--- src/rtl/func_unit_arbiter.sv ---
// Round-robin arbiter that shares one two-stage FuncA pipeline (ret=a+2, b=a+1+d, c=a/1)
// among NumReq valid/ready requesters, returning tagged results over a backpressured channel.
module func_unit_arbiter #(
  parameter int NumReq  = 4,
  parameter int Width   = 8,
  parameter int IdWidth = $clog2(NumReq)
) (
  input  logic                    i_clk,
  input  logic                    i_rst,
  input  logic [NumReq-1:0]       i_req_valid,
  output logic [NumReq-1:0]       o_req_ready,
  input  logic [NumReq*Width-1:0] i_req_a,
  output logic                    o_rsp_valid,
  input  logic                    i_rsp_ready,
  output logic [IdWidth-1:0]      o_rsp_id,
  output logic [Width-1:0]        o_rsp_ret,
  output logic [Width-1:0]        o_rsp_b,
  output logic [Width-1:0]        o_rsp_c,
  output logic                    o_busy
);
  localparam logic [Width-1:0] FuncD = Width'(32'd1);

  logic               s1_valid_r;
  logic [Width-1:0]   s1_a_r;
  logic [IdWidth-1:0] s1_id_r;
  logic               s2_valid_r;
  logic [Width-1:0]   s2_ret_r;
  logic [Width-1:0]   s2_b_r;
  logic [Width-1:0]   s2_c_r;
  logic [IdWidth-1:0] s2_id_r;
  logic [IdWidth-1:0] ptr_r;

  logic               s2_free_s;
  logic               s1_can_load_s;
  logic               grant_found_s;
  logic               handshake_s;
  logic [IdWidth-1:0] grant_idx_s;
  logic [IdWidth:0]   cand_s;
  logic [NumReq-1:0]  req_ready_s;

  function automatic logic [Width-1:0] func_ret(input logic [Width-1:0] a);
    return a + Width'(32'd2);
  endfunction

  function automatic logic [Width-1:0] func_b(input logic [Width-1:0] a);
    return a + Width'(32'd1) + FuncD;
  endfunction

  // Division by one is the identity, so c is the operand itself.
  function automatic logic [Width-1:0] func_c(input logic [Width-1:0] a);
    return a;
  endfunction

  assign s2_free_s     = !s2_valid_r || i_rsp_ready;
  assign s1_can_load_s = !s1_valid_r || s2_free_s;
  assign handshake_s   = i_rst && grant_found_s && s1_can_load_s;

  // Round-robin search: first valid requester at or after the pointer, wrapping.
  always_comb begin
    grant_found_s = 1'b0;
    grant_idx_s   = '0;
    cand_s        = '0;
    for (int off = 0; off < NumReq; off++) begin
      cand_s        = {1'b0, ptr_r} + (IdWidth+1)'(off);
      cand_s        = (cand_s >= (IdWidth+1)'(NumReq)) ? cand_s - (IdWidth+1)'(NumReq) : cand_s;
      grant_idx_s   = (!grant_found_s && i_req_valid[cand_s[IdWidth-1:0]]) ?
                      cand_s[IdWidth-1:0] : grant_idx_s;
      grant_found_s = grant_found_s || i_req_valid[cand_s[IdWidth-1:0]];
    end
  end

  // One-hot accept for the selected requester when the operand stage can take it.
  always_comb begin
    req_ready_s = '0;
    if (handshake_s) begin
      req_ready_s[grant_idx_s] = 1'b1;
    end else begin
      req_ready_s = '0;
    end
  end

  // Round-robin pointer and operand stage.
  always_ff @(posedge i_clk or negedge i_rst) begin
    if (!i_rst) begin
      ptr_r      <= '0;
      s1_valid_r <= 1'b0;
      s1_a_r     <= '0;
      s1_id_r    <= '0;
    end else if (handshake_s) begin
      ptr_r      <= (grant_idx_s == IdWidth'(NumReq - 1)) ? '0 : grant_idx_s + IdWidth'(32'd1);
      s1_valid_r <= 1'b1;
      s1_a_r     <= i_req_a[int'(grant_idx_s)*Width +: Width];
      s1_id_r    <= grant_idx_s;
    end else if (s1_valid_r && s2_free_s) begin
      s1_valid_r <= 1'b0;
    end
  end

  // Result stage; holds everything stable while the consumer stalls.
  always_ff @(posedge i_clk or negedge i_rst) begin
    if (!i_rst) begin
      s2_valid_r <= 1'b0;
      s2_ret_r   <= '0;
      s2_b_r     <= '0;
      s2_c_r     <= '0;
      s2_id_r    <= '0;
    end else if (s2_free_s) begin
      s2_valid_r <= s1_valid_r;
      if (s1_valid_r) begin
        s2_ret_r <= func_ret(s1_a_r);
        s2_b_r   <= func_b(s1_a_r);
        s2_c_r   <= func_c(s1_a_r);
        s2_id_r  <= s1_id_r;
      end
    end
  end

  assign o_req_ready = req_ready_s;
  assign o_rsp_valid = s2_valid_r;
  assign o_rsp_id    = s2_id_r;
  assign o_rsp_ret   = s2_ret_r;
  assign o_rsp_b     = s2_b_r;
  assign o_rsp_c     = s2_c_r;
  assign o_busy      = s1_valid_r || s2_valid_r;
endmodule

--- config.mk ---
export PLATFORM = sky130hd
export DESIGN_NAME = func_unit_arbiter
export DESIGN_NICKNAME = d
export VERILOG_FILES = /design/src/rtl/func_unit_arbiter.sv
export SDC_FILE = /design/constraint.sdc
export NUM_CORES = 1
export LEC_CHECK = 0
export BUFFER_PORTS_ARGS = -buffer_cell sky130_fd_sc_hd__buf_2
export CORE_ASPECT_RATIO = 1.25
export CORE_MARGIN = 1
export CORE_UTILIZATION = 51
export DETAILED_ROUTE_END_ITERATION = 10
export MAX_ROUTING_LAYER = met4
export PLACE_DENSITY = 0.83
export SYNTH_ARGS = -nofsm -noshare
export SYNTH_HDL_FRONTEND = slang
export SYNTH_SLANG_ARGS = --single-unit
export TNS_END_PERCENT = 20
--- constraint.sdc ---
create_clock -name i_clk -period 3.9 [get_ports i_clk]
set_clock_uncertainty 0.15 [all_clocks]
set_input_delay 0.585 -clock i_clk [delete_from_list [all_inputs] [get_ports i_clk]]
set_output_delay 0.585 -clock i_clk [all_outputs]
set_load 0.02 [all_outputs]
; ---- Word-level counts from Yosys, hierarchy flattened
; Cells that the tools add are included.
[classes]
addsub = 11
magnitude_cmp = 10
eq_ne = 1
shifts = 1
mux = 22
reduce_logical = 20
[ops]
columns = cell, count
row1 = $shiftx 32x6->8, 1
row2 = $mux 2, 9
row3 = $add 8x1->8 const B, 2
row4 = $lt 2x3->1 const B, 5
row5 = $ge 3x3->1 const B, 3
row6 = $add 8x2->8 const B, 1
row7 = $bmux 1 s2, 4
row8 = $sub 2x1->2 const B, 4
row9 = $logic_and 1x1->1, 7
row10 = $mux 1, 7
row11 = $add 2x2->3 const B, 2
row12 = $logic_or 1x1->1, 6
row13 = $logic_not 1->1, 5
row14 = $mux 4, 1
row15 = $add 2x1->3 const B, 1
row16 = $ge 2x3->1 const B, 1
row17 = $add 2x1->2 const B, 1
row18 = $demux 1 s2, 1
row19 = $eq 2x2->1 const B, 1
row20 = $ge 2x1->1 const B, 1
row21 = $reduce_and 2->1, 1
row22 = $reduce_bool 2->1, 1
[word_totals]
reg_bits = 40
inputBits = 39
out_inout_bits = 32
wordCells = 74

; ---- Longest topological paths before layout
; Gate-level depths: netlist of the first run.
[logic_depth]
ltp_word = 15
depth_mapped = 8
mapped_depth_nobuf = 7

; ---- Worst setup path before layout of the first run
; OpenSTA, ideal clock, no wires.
[synth_timing]
path_type = input to output
start = input port i_req_valid[0]
end = output port o_req_ready[1]
t_arrival_ns = 1.665
t_required_ns = 3.165
path_slack_ns = 1.500
path_stages = 5
n_path_buf = 1
cell_sequence = nor2b_1 -> nor3_1 -> o22ai_2 -> buf_6 -> nor3_1
[synth_via]
elab_chain_cells = 12
elab_cells_between_ends = 29
classes_between = 2 x order compare / 15 x mux / 12 x reduce/logical
[synth_rtl]
columns = element, line_no
row1 = "start, declared", 10  ; input logic [NumReq-1:0] i_req_valid,
row2 = $bmux 1 s2, "66, 68"
row3 = $mux 1 (implied by the code), "66, 68"
row4 = $logic_not 1->1 / $logic_or 1x1->1 (equally long branches), "66, 68"
row5 = "$logic_and 1x1->1, or another cell as far along", 66  ; grant_idx_s = (!grant_found_s && i_req_valid[cand_s[IdWidth-1:0]]) ?
row6 = "$mux 2, or another cell as far along", 66
row7 = $mux 2 / $logic_and 1x1->1 (equally long branches), 66
row8 = $mux 2, 66
row9 = $lt 2x3->1 (implied by the code) / $ge 2x1->1 (equally long branches), 76  ; req_ready_s[grant_idx_s] = 1'b1;
row10 = $logic_and 1x1->1 (implied by the code), 76
row11 = $mux 1 (implied by the code), 76
row12 = $demux 1 s2, 76
row13 = $mux 4 (*), 75  ; if (handshake_s) begin
row14 = "end, declared", 11  ; output logic [NumReq-1:0] o_req_ready,
; Every way passes the cells marked *; elsewhere a longest branch is shown, timed or not. The select of a mux whose other input is x is not followed.

; ---- Worst setup path in the final report of the first run
[layout_timing]
start = input port i_req_valid[2]
end = output port o_req_ready[0]
; Same word-level chain as after synthesis.

==> results by group, run 1 <==
Clock network
  • Root Buffer: clkbuf_4
  • Max Root-Sink Buffers: 2
  • CTS sink cnt: 31
  • Total CTS buffers: 5
  • CTS tree: done
  • H-tree levels: 2
  • Worst-path clk slew: 0.10 ns
  • # Post-CTS Setup Buffers: 0
  • Clk_lat worst skew: 0.33 ns
  • Hold buffer count at cts: 0
  • Resize count post-CTS: 0

Critical path
  • CP startpoint kind: primary input
  • Setup crit end kind: output pin
  • Kind of critical path: primary input to output pin
  • Data required, critical path: 3.16 ns
  • Crit path DAT: 1.84 ns
  • Crit path max fanout: 14

Detailed routing
  • 1st-pass router iterations: 4
  • Avg WL per Cell: 13.5 um
  • DRC violations left: 0
  • Total wire length: 3.38 mm
  • Routed via count: 1314
  • Number of routed nets with antenna violations: 0
  • Vias/cell: 5.26
  • Iteration-0 DRC count of the detailed router: 12

STA
  • Fmax: 388 MHz
  • Finish-stage setup viols: 0
  • Worst slew pin tran: 0.784 ns
  • Fin crit share: 0.661
  • Final worst path period need: 2.58 ns
  • Slew Viols, Final: 0
  • Hold Violations, Final: 0
  • Setup TNS: 0 ns
  • RSZ-0062 raised after global routing: false
  • Relative slew margins: 0.476

Synth
  • Top cells by area, synth: dfrtp_1, mux2i_1, mux2_2
  • Seq/Total Area, Yosys: 0.470
  • Yosys warns: 0
  • Yosys top cell area share: 0.470
  • Post-synth EDFFs: 0
  • Mean Syn Cell Area: 11.1 um2
  • #FFs+latches synth: 31
  • Gate count of the mapped netlist: 149
  • Cell area after synthesis: 1650 um2
  • Post-synth ARST share: 1.00
  • Main flop type after synthesis: dfrtp_1
  • Cell variety after synth: 34
  • Mapped Nets: 190
  • Post-synth top area cell: dfrtp_1

Cells and area
  • Synth-to-Final Area Change: 23.1%
  • Ant diodes: 0
  • Fill cells: 276
  • # nets final: 254
  • Post-Layout Cell Count: 250
  • Layout cells sized above 1: 0.467

GRT
  • Tot GR Track Use: 0.230
  • First-pass GRT wire length: 5.49 mm
  • Largest net degree at the start of global routing: 32
  • Vias in the first global route: 1279
  • GRT overflow: 0
  • Initial antenna violation count: 0

Floorplanning
  • Die Area: 3470 um2
  • Core area: 3000 um2
  • Die Span Y: 65.6 um
  • # IOs: 71
  • Row count: 22
  • Die Span X: 52.9 um
  • Initial Util: 0.550

Pwr
  • Leak: 1.08 nW
  • Pwr dens: 737 nW/um2
  • Max VDD drop: 0.000421 V

Placement
  • GP Congestion: 0.716
  • Port bufs: 70
  • Placed insts: 242
  • Dpl hpwl: 2.63 mm

Min path
  • Worst hold path type: primary input to asynchronous set/reset pin

Status
  • Status: finished clean

Job
  • Max cap viols: 0
through the flow:
stage                     utilization  setup WS [ns]  total power (W)  cell area (um2)  hold WS, ns
final                           0.677           1.32          0.00150             2030        0.169
after global routing            0.677           1.21          0.00160             2030        0.184
after CTS                       0.677           1.30          0.00151             2030        0.168
after detailed placement        0.648           1.30          0.00125             1940        0.315
after global placement          0.648           1.34          0.00122             1940        0.318
after floorplan                     -           1.50          0.00109             1650        0.139
flip-flops by register name (all words and copies together), names as in the netlist:
signal	cells
o_rsp_valid	1
o_rsp_c	8
ptr_r	2
o_rsp_ret	7
o_rsp_id	2
s1_id_r	2
s1_valid_r	1
s1_a_r	8
placed cells by master (no fill, tap or decap):
cell type   n
xnor2_1     3
nand3_1     2
nand2_1    21
xor2_1      2
o22ai_2     1
nor3_1      3
buf_2      70
nor2b_1     2
dfrtp_1    31
a21boi_2    1
nor2_1      3
and2_1      1
nand2b_4    1
nand2b_1    3
mux2i_1    16
and2b_4     1
o41ai_2     1
bufinv_16   1
nand2_2     1
inv_2       1
nand3b_1    1
clkbuf_8    1
buf_4       2
a21o_1      1
mux2_2     11
a221oi_2    1
o21ai_1     1
and3_1      1
clkbuf_4    5
or2_2       1
a21oi_1     2
ha_1        2
inv_1       3
clkinv_2    1
o221ai_1    8
o21ai_0     8
cells in the mapped netlist (all sizes together) (2+ instances only):
cell type and count:
o21ai 9, nor3 3, mux2 11, nor2b 2
nand2 22, a21oi 2, o221ai 8, dfrtp 31
inv 4, nand2b 4, xnor2 3, nor2 3
xor2 2, ha 2, buf 14, mux2i 16
nand3 2
cells by family (layout without fill, tap and decap cells):
kind of cell,after synthesis,after routing,synth area share
AND/OR/NAND/NOR,41,41,0.123
adder cells (fa/ha/maj),2,2,0.0152
multiplexers,27,27,0.172
buffers and inverters,19,84,0.0789
flip-flops,31,31,0.470
AO/OA/AOI/OAI,24,24,0.114
XOR/XNOR,5,5,0.0266
worst paths after layout:
check	startpoint	depth (start not counted)	end	slack [ns]
setup / recovery	i_req_valid[2]	5	o_req_ready[0]	1.32
hold / removal	i_rst	2	o_rsp_ret[2]	0.17
setup reg to reg	o_rsp_valid	3	o_rsp_id[0]	2.16
hold reg to reg	s1_id_r[0]	1	s1_id_r[0]	0.34
max in group asynchronous	i_rst	2	o_rsp_c[0]	3.15
min in group i_clk	s1_id_r[0]	1	s1_id_r[0]	0.34
routing by layer:
metal  wire, um  global-route usage  part of all wire
met4         67               0.115             0.020
met1       1390               0.248              0.41
met5          0                   -                 0
met3        138              0.0509             0.041
met2       1790               0.389              0.53
worst max-delay path, stage by stage:
cell and delay, ns:
buf_2 0.12, o41ai_2 0.39, nand2b_1 0.48, nor3_1 0.08, buf_2 0.18
area by class of cell:
cell class	instances	area (um2)	area share
Clock buffer	6	51.3	0.0253
Clock inverter	2	35.0	0.0173
Inverter	4	15.0	0.00739
Multi-Input combinational cell	99	743	0.366
Sequential cell	31	776	0.382
Tap cell	36	45.0	0.0222
Timing Repair Buffer	72	365	0.180
power breakdown:
| group | total (W) | internal (W) | switching [W] | leakage (nW) |
|---|---|---|---|---|
| Combinational | 0.000676 | 0.000283 | 0.000393 | 0.655 |
| Clock | 0.000261 | 0.000151 | 0.000109 | 0.0482 |
| Sequential | 0.000560 | 0.000456 | 0.000104 | 0.379 |
| Total | 0.00150 | 0.000890 | 0.000606 | 1.08 |
Power figures use the tool's default switching activity.
==> run 2: changes to the inputs <==
--- a/config.mk
+++ b/config.mk
@@ -8,10 +8,10 @@
 export BUFFER_PORTS_ARGS = -buffer_cell sky130_fd_sc_hd__buf_2
 export CORE_ASPECT_RATIO = 1.25
 export CORE_MARGIN = 1
-export CORE_UTILIZATION = 51
+export CORE_UTILIZATION = 47
 export DETAILED_ROUTE_END_ITERATION = 10
 export MAX_ROUTING_LAYER = met4
-export PLACE_DENSITY = 0.83
+export PLACE_DENSITY = 0.77
 export SYNTH_ARGS = -nofsm -noshare
 export SYNTH_HDL_FRONTEND = slang
 export SYNTH_SLANG_ARGS = --single-unit
==> constraint.sdc (replaced) <==
create_clock -name i_clk -period 2.4 [get_ports i_clk]
set_clock_uncertainty 0.15 [all_clocks]
set_input_delay 0.36 -clock i_clk [delete_from_list [all_inputs] [get_ports i_clk]]
set_output_delay 0.36 -clock i_clk [all_outputs]
set_load 0.02 [all_outputs]
==> run 2 against run 1 <==
Net effect: the flow now finishes with violations (hold timing); sequential power grew 61%; sequential cell count unchanged; setup slack worse by 1.1 ns; clock power rose by 69%; hold slack worse by 0.19 ns; critical path type is now flop to output pin; largest power group unchanged.
==> results by group, run 2 (synthesis gave the netlist of run 1 again) <==
Cells and area
  • # nets final: 257
  • Most common cell after layout, fill and taps aside: buf_2
  • Leading cell types in the layout, fill and taps excluded: buf_2, dfrtp_1, nand2_1
  • Fill cells: 291
  • Ant diodes: 0
  • Layout cells sized above 1: 0.470
  • Synth-to-Final Area Change: 25.4%

STA
  • Fin crit share: 0.906
  • Fmax: 460 MHz
  • Final worst path period need: 2.17 ns
  • RSZ-0062 raised after global routing: false
  • Setup TNS: 0 ns
  • Relative slew margins: 0.617
  • Worst slew pin tran: 0.573 ns
  • Hold Violations, Final: 31
  • Hold WS: -0.0163 ns
  • Final WS setup: 0.226 ns
  • Finish-stage setup viols: 0
  • Slew Viols, Final: 0

Detailed routing
  • DRC violations left: 0
  • Iteration-0 DRC count of the detailed router: 29
  • Routed via count: 1323
  • Number of routed nets with antenna violations: 0
  • 1st-pass router iterations: 4
  • Vias/cell: 5.21
  • Avg WL per Cell: 13.3 um
  • Total wire length: 3.38 mm

Clock network
  • CTS tree: done
  • Hold buffer count at cts: 0
  • H-tree levels: 2
  • CTS sink cnt: 31
  • Resize count post-CTS: 0
  • Max Root-Sink Buffers: 2
  • # Post-CTS Setup Buffers: 0
  • Root Buffer: clkbuf_8
  • Worst-path clk slew: 0.06 ns
  • Clk_lat worst skew: 0.27 ns
  • Total CTS buffers: 5

GRT
  • First-pass GRT wire length: 5.34 mm
  • Initial antenna violation count: 0
  • Largest net degree at the start of global routing: 32
  • Vias in the first global route: 1220
  • Tot GR Track Use: 0.212
  • GRT overflow: 0

Status
  • Status: finished with violations
  • Violated checks: hold timing

Critical path
  • Data required, critical path: 1.89 ns
  • Critical R2R Launch: ptr_r[0]
  • CP startpoint: ptr_r[1]
  • CP cell instances: a21oi_1 > o21ai_0 > a21boi_2 > ha_1 > and2_1 > buf_2
  • Kind of critical path: flop to output pin
  • Crit path max fanout: 6
  • Crit path DAT: 1.66 ns
  • Worst Path Buf+Inv: 1
  • Critical path's slowest cell: dfrtp_1
  • Setup crit end kind: output pin
  • CP startpoint kind: flop
  • Worst path max stage delay: 0.40 ns
  • Crit-path leading delay family: compound AO/OA/AOI/OAI gates

Floorplanning
  • Initial Util: 0.503
  • Die Span Y: 68.2 um
  • Die Area: 3750 um2
  • # IOs: 71
  • Row count: 23
  • Core area: 3280 um2
  • Die Span X: 55.0 um

Job
  • Max cap viols: 0

Pwr
  • Pwr dens: 1190 nW/um2
  • Psw: 0.000983 W
  • Internal power: 0.00147 W
  • Max VDD drop: 0.000737 V
  • Combinational power share: 0.451
  • Clock power share: 0.180
  • Sequential Power Share: 0.369
  • Switching share of power: 0.401
  • Leak: 1.10 nW

Placement
  • Port bufs: 70
  • Dpl hpwl: 2.57 mm
  • Place WS: 0.393 ns
  • GP Congestion: 0.791

Min path
  • Worst hold path type: primary input to asynchronous set/reset pin
## run 2: cell types whose count changed in the layout (fill, tap and decap cells not counted), sizes merged
cell / before / now
clkinv: 1 / 0
bufinv: 1 / 0
clkbuf: 6 / 8
buf: 72 / 75
## run 2: layout make-up
type                       instances  area [um2]  area share
sequential                        31         776       0.375
inverter                           4        15.0     0.00726
clock buffer                       8         100      0.0484
multi-input combinational         99         743       0.359
timing repair buffer              75         388       0.188
tap                               37        46.3      0.0224
## run 2: path summary, 6_finish.rpt
kind / cells after the start / to / slack (ns)
setup / recovery: 6 / o_req_ready[3] / 0.23
hold / removal: 2 / s1_a_r[7] / -0.02
setup reg to reg: 6 / s1_a_r[1] / 0.57
hold reg to reg: 1 / s1_id_r[0] / 0.33
max in group asynchronous: 2 / ptr_r[0] / 1.83
min in group i_clk: 3 / s1_valid_r / 0.21
## run 2: per-stage QoR
step,area [um2],total power [W],hold WS (ns),utilization,instances
final,2070,0.00245,-0.0163,0.630,254
after global routing,2070,0.00264,0.0194,0.630,254
after CTS,2070,0.00248,0.00101,0.630,254
after detailed placement,1970,0.00203,0.295,0.600,246
after global placement,1970,0.00201,0.291,0.600,246
after floorplan,1650,0.00178,-0.0856,-,149
## run 2: per-layer routing
layer | up-vias | wire length, um | track usage
met3 | 4 | 162 | 0.0400
met1 | 619 | 1460 | 0.233
met5 | - | 0 | -
met4 | 0 | 47 | 0.0938
li1 | 651 | - | -
met2 | 49 | 1710 | 0.361
## run 2: power by group through the flow
| stage | clock network [W] | logic [W] | registers [W] |
|---|---|---|---|
| global route | 0.000478 | 0.00122 | 0.000945 |
| global placement | 0 | 0.00110 | 0.000910 |
| CTS | 0.000451 | 0.00112 | 0.000908 |
| detailed placement | 0 | 0.00112 | 0.000917 |
| finish | 0.000441 | 0.00111 | 0.000904 |
| floorplan | 0 | 0.000720 | 0.00106 |
## run 2: worst register-to-register path, delay by kind of cell (launching register included)
| family | cells | cell delay (ns) |
|---|---|---|
| compound gates | 2 | 0.33 |
| mux | 1 | 0.26 |
| buf+inv | 1 | 0.34 |
| flops | 1 | 0.38 |
| simple gates | 2 | 0.24 |
==> run 3: changes to the inputs <==
--- a/config.mk
+++ b/config.mk
@@ -5,6 +5,7 @@
 export SDC_FILE = /design/constraint.sdc
 export NUM_CORES = 1
 export LEC_CHECK = 0
+export ABC_CLOCK_PERIOD_IN_PS = 2400
 export BUFFER_PORTS_ARGS = -buffer_cell sky130_fd_sc_hd__buf_2
 export CORE_ASPECT_RATIO = 1.25
 export CORE_MARGIN = 1
==> constraint.sdc (replaced) <==
create_clock -name i_clk -period 2.4 [get_ports i_clk]
set_clock_uncertainty 0.15 [all_clocks]
set_input_delay 0.36 -clock i_clk [delete_from_list [all_inputs] [get_ports i_clk]]
set_output_delay 0.36 -clock i_clk [all_outputs]
set_load 0.05 [all_outputs]
==> run 3 against run 2 <==
Net effect: critical path depth did not move; global-route usage down 0.83 points; maximum frequency shrank 6.7%; largest power group unchanged; utilization is 0.34 points higher; first-iteration DRC count shrank 6.9%; wire length up 1.1%; clock power down 14%; sequential power barely moved; cell count up 1.2%; the run now ends clean; power increased by 19%; setup slack worse by 0.16 ns; non-clock buffer count grew 3; highest routed layer unchanged.
==> results by group, run 3 (synthesis gave the netlist of run 1 again) <==
GRT
  • GRT overflow: 0
  • Met3 GRT Util: 0.0400
  • Vias in the first global route: 1182
  • Global Route met1 Usage: 0.214
  • Initial antenna violation count: 0
  • GR peak layer: met2
  • Largest net degree at the start of global routing: 32
  • Tot GR Track Use: 0.203
  • First-pass GRT wire length: 5.13 mm
  • Met2 usage: 0.364

STA
  • Hold Violations, Final: 0
  • Slew Viols, Final: 0
  • Finish-stage setup viols: 0
  • Hold WS: 0.224 ns
  • Fin crit share: 0.971
  • RSZ-0062 raised after global routing: false
  • Relative slew margins: 0.585
  • Final worst path period need: 2.33 ns
  • Worst slew pin tran: 0.622 ns
  • Fmax: 429 MHz

Critical path
  • Critical path's slowest cell: dlygate4sd3_1
  • Crit path DAT: 1.82 ns
  • Crit path max fanout: 6
  • CP startpoint kind: primary input
  • Worst path max stage delay: 0.52 ns
  • Setup crit end kind: output pin
  • CP cell instances: dlygate4sd3_1 > buf_2 > o41ai_2 > and2b_4 > and3_1 > buf_2
  • Data required, critical path: 1.89 ns
  • Kind of critical path: primary input to output pin
  • Crit-path leading delay family: buffers and inverters
  • Most used cell along the critical path: buf_2
  • Worst Path Buf+Inv: 3

Detailed routing
  • Avg WL per Cell: 13.3 um
  • Total wire length: 3.41 mm
  • Routed via count: 1310
  • 1st-pass router iterations: 4
  • Iteration-0 DRC count of the detailed router: 27
  • Number of routed nets with antenna violations: 0
  • DRC violations left: 0
  • Vias/cell: 5.10

Cells and area
  • Layout cells sized above 1: 0.477
  • Leading cell types in the layout, fill and taps excluded: buf_2, dfrtp_1, nand2_1
  • Most common cell after layout, fill and taps aside: buf_2
  • Ant diodes: 0
  • Synth-to-Final Area Change: 26.1%
  • Post-Layout Cell Count: 257
  • # nets final: 260

Pwr
  • Max VDD drop: 0.00102 V
  • Leak: 1.11 nW
  • Pwr dens: 1400 nW/um2

Floorplanning
  • Die Area: 3750 um2
  • Die Span Y: 68.2 um
  • Row count: 23
  • Die Span X: 55.0 um
  • Core area: 3280 um2
  • Initial Util: 0.503
  • # IOs: 71

Clock network
  • CTS sink cnt: 31
  • Worst-path clk slew: 0.06 ns
  • H-tree levels: 2
  • Root Buffer: clkbuf_8
  • CTS tree: done
  • Clk_lat worst skew: 0.27 ns
  • Max Root-Sink Buffers: 2
  • Total CTS buffers: 5

Min path
  • Worst hold path type: primary input to flop

Status
  • Status: finished clean

Placement
  • GP Congestion: 0.792
  • Dpl hpwl: 2.59 mm
  • Port bufs: 70
  • Placed insts: 247

Job
  • Max cap viols: 0
run 3: path summary, 6_finish.rpt:
kind	from	endpoint	slack, ns	cells past startpoint
max in group asynchronous	i_rst	o_rsp_id[0]	1.30	3
hold / removal	i_req_valid[0]	s1_valid_r	0.22	3
hold reg to reg	s1_id_r[0]	s1_id_r[0]	0.33	1
min in group asynchronous	i_rst	s1_a_r[7]	0.52	3
setup reg to reg	ptr_r[0]	s1_a_r[1]	0.59	7
setup / recovery	i_rst	o_req_ready[2]	0.07	6
run 3: worst register-to-register path: cells and delay by family (launching register included):
family / cells / cell delay [ns]
AOI/OAI and AO/OA: 2 / 0.33
buffers and inverters: 2 / 0.35
DFF: 1 / 0.40
muxes: 1 / 0.22
and+or+nand+nor: 2 / 0.24
run 3: area by class of cell:
cell class                      count  area (um2)
Sequential cell                    31         776
Timing Repair Buffer               78         415
Multi-Input combinational cell     99         743
Clock buffer                        5        68.8
Clock inverter                      3        15.0
Fill cell                         276        1200
Tap cell                           37        46.3
Inverter                            4        15.0
run 3: per-layer routing:
metal  routed length (um)  vias up
li1                     -      657
met1                 1460      609
met2                 1810       42
met3                  131        2
met4                   19        0
met5                    0        -
run 3: repair_timing:
action                                  in CTS  in global routing
hold buffers                                 1                  0
resized for setup                            0                  1
buffers inserted                             0                  1
endpoints found under the setup margin       0                  2
hold endpoints to repair                    15                  0
run 3: metrics by stage:
step | setup slack, ns | TNS (ns) | utilization | power [W] | instance area (um2)
after CTS | 0.0400 | 0 | 0.631 | 0.00293 | 2070
final | 0.0706 | 0 | 0.634 | 0.00292 | 2080
after floorplan | -0.228 | -0.456 | - | 0.00228 | 1650
after global placement | 0.252 | 0 | 0.602 | 0.00252 | 1980
after global routing | 0.00806 | 0 | 0.634 | 0.00310 | 2080
after detailed placement | 0.216 | 0 | 0.602 | 0.00254 | 1980
run 3: power breakdown:
| part | internal [W] | switching, W | leakage [nW] | total, W |
|---|---|---|---|---|
| registers | 0.000743 | 0.000162 | 0.379 | 0.000905 |
| logic | 0.000486 | 0.00115 | 0.682 | 0.00163 |
| clock network | 0.000198 | 0.000182 | 0.0477 | 0.000380 |
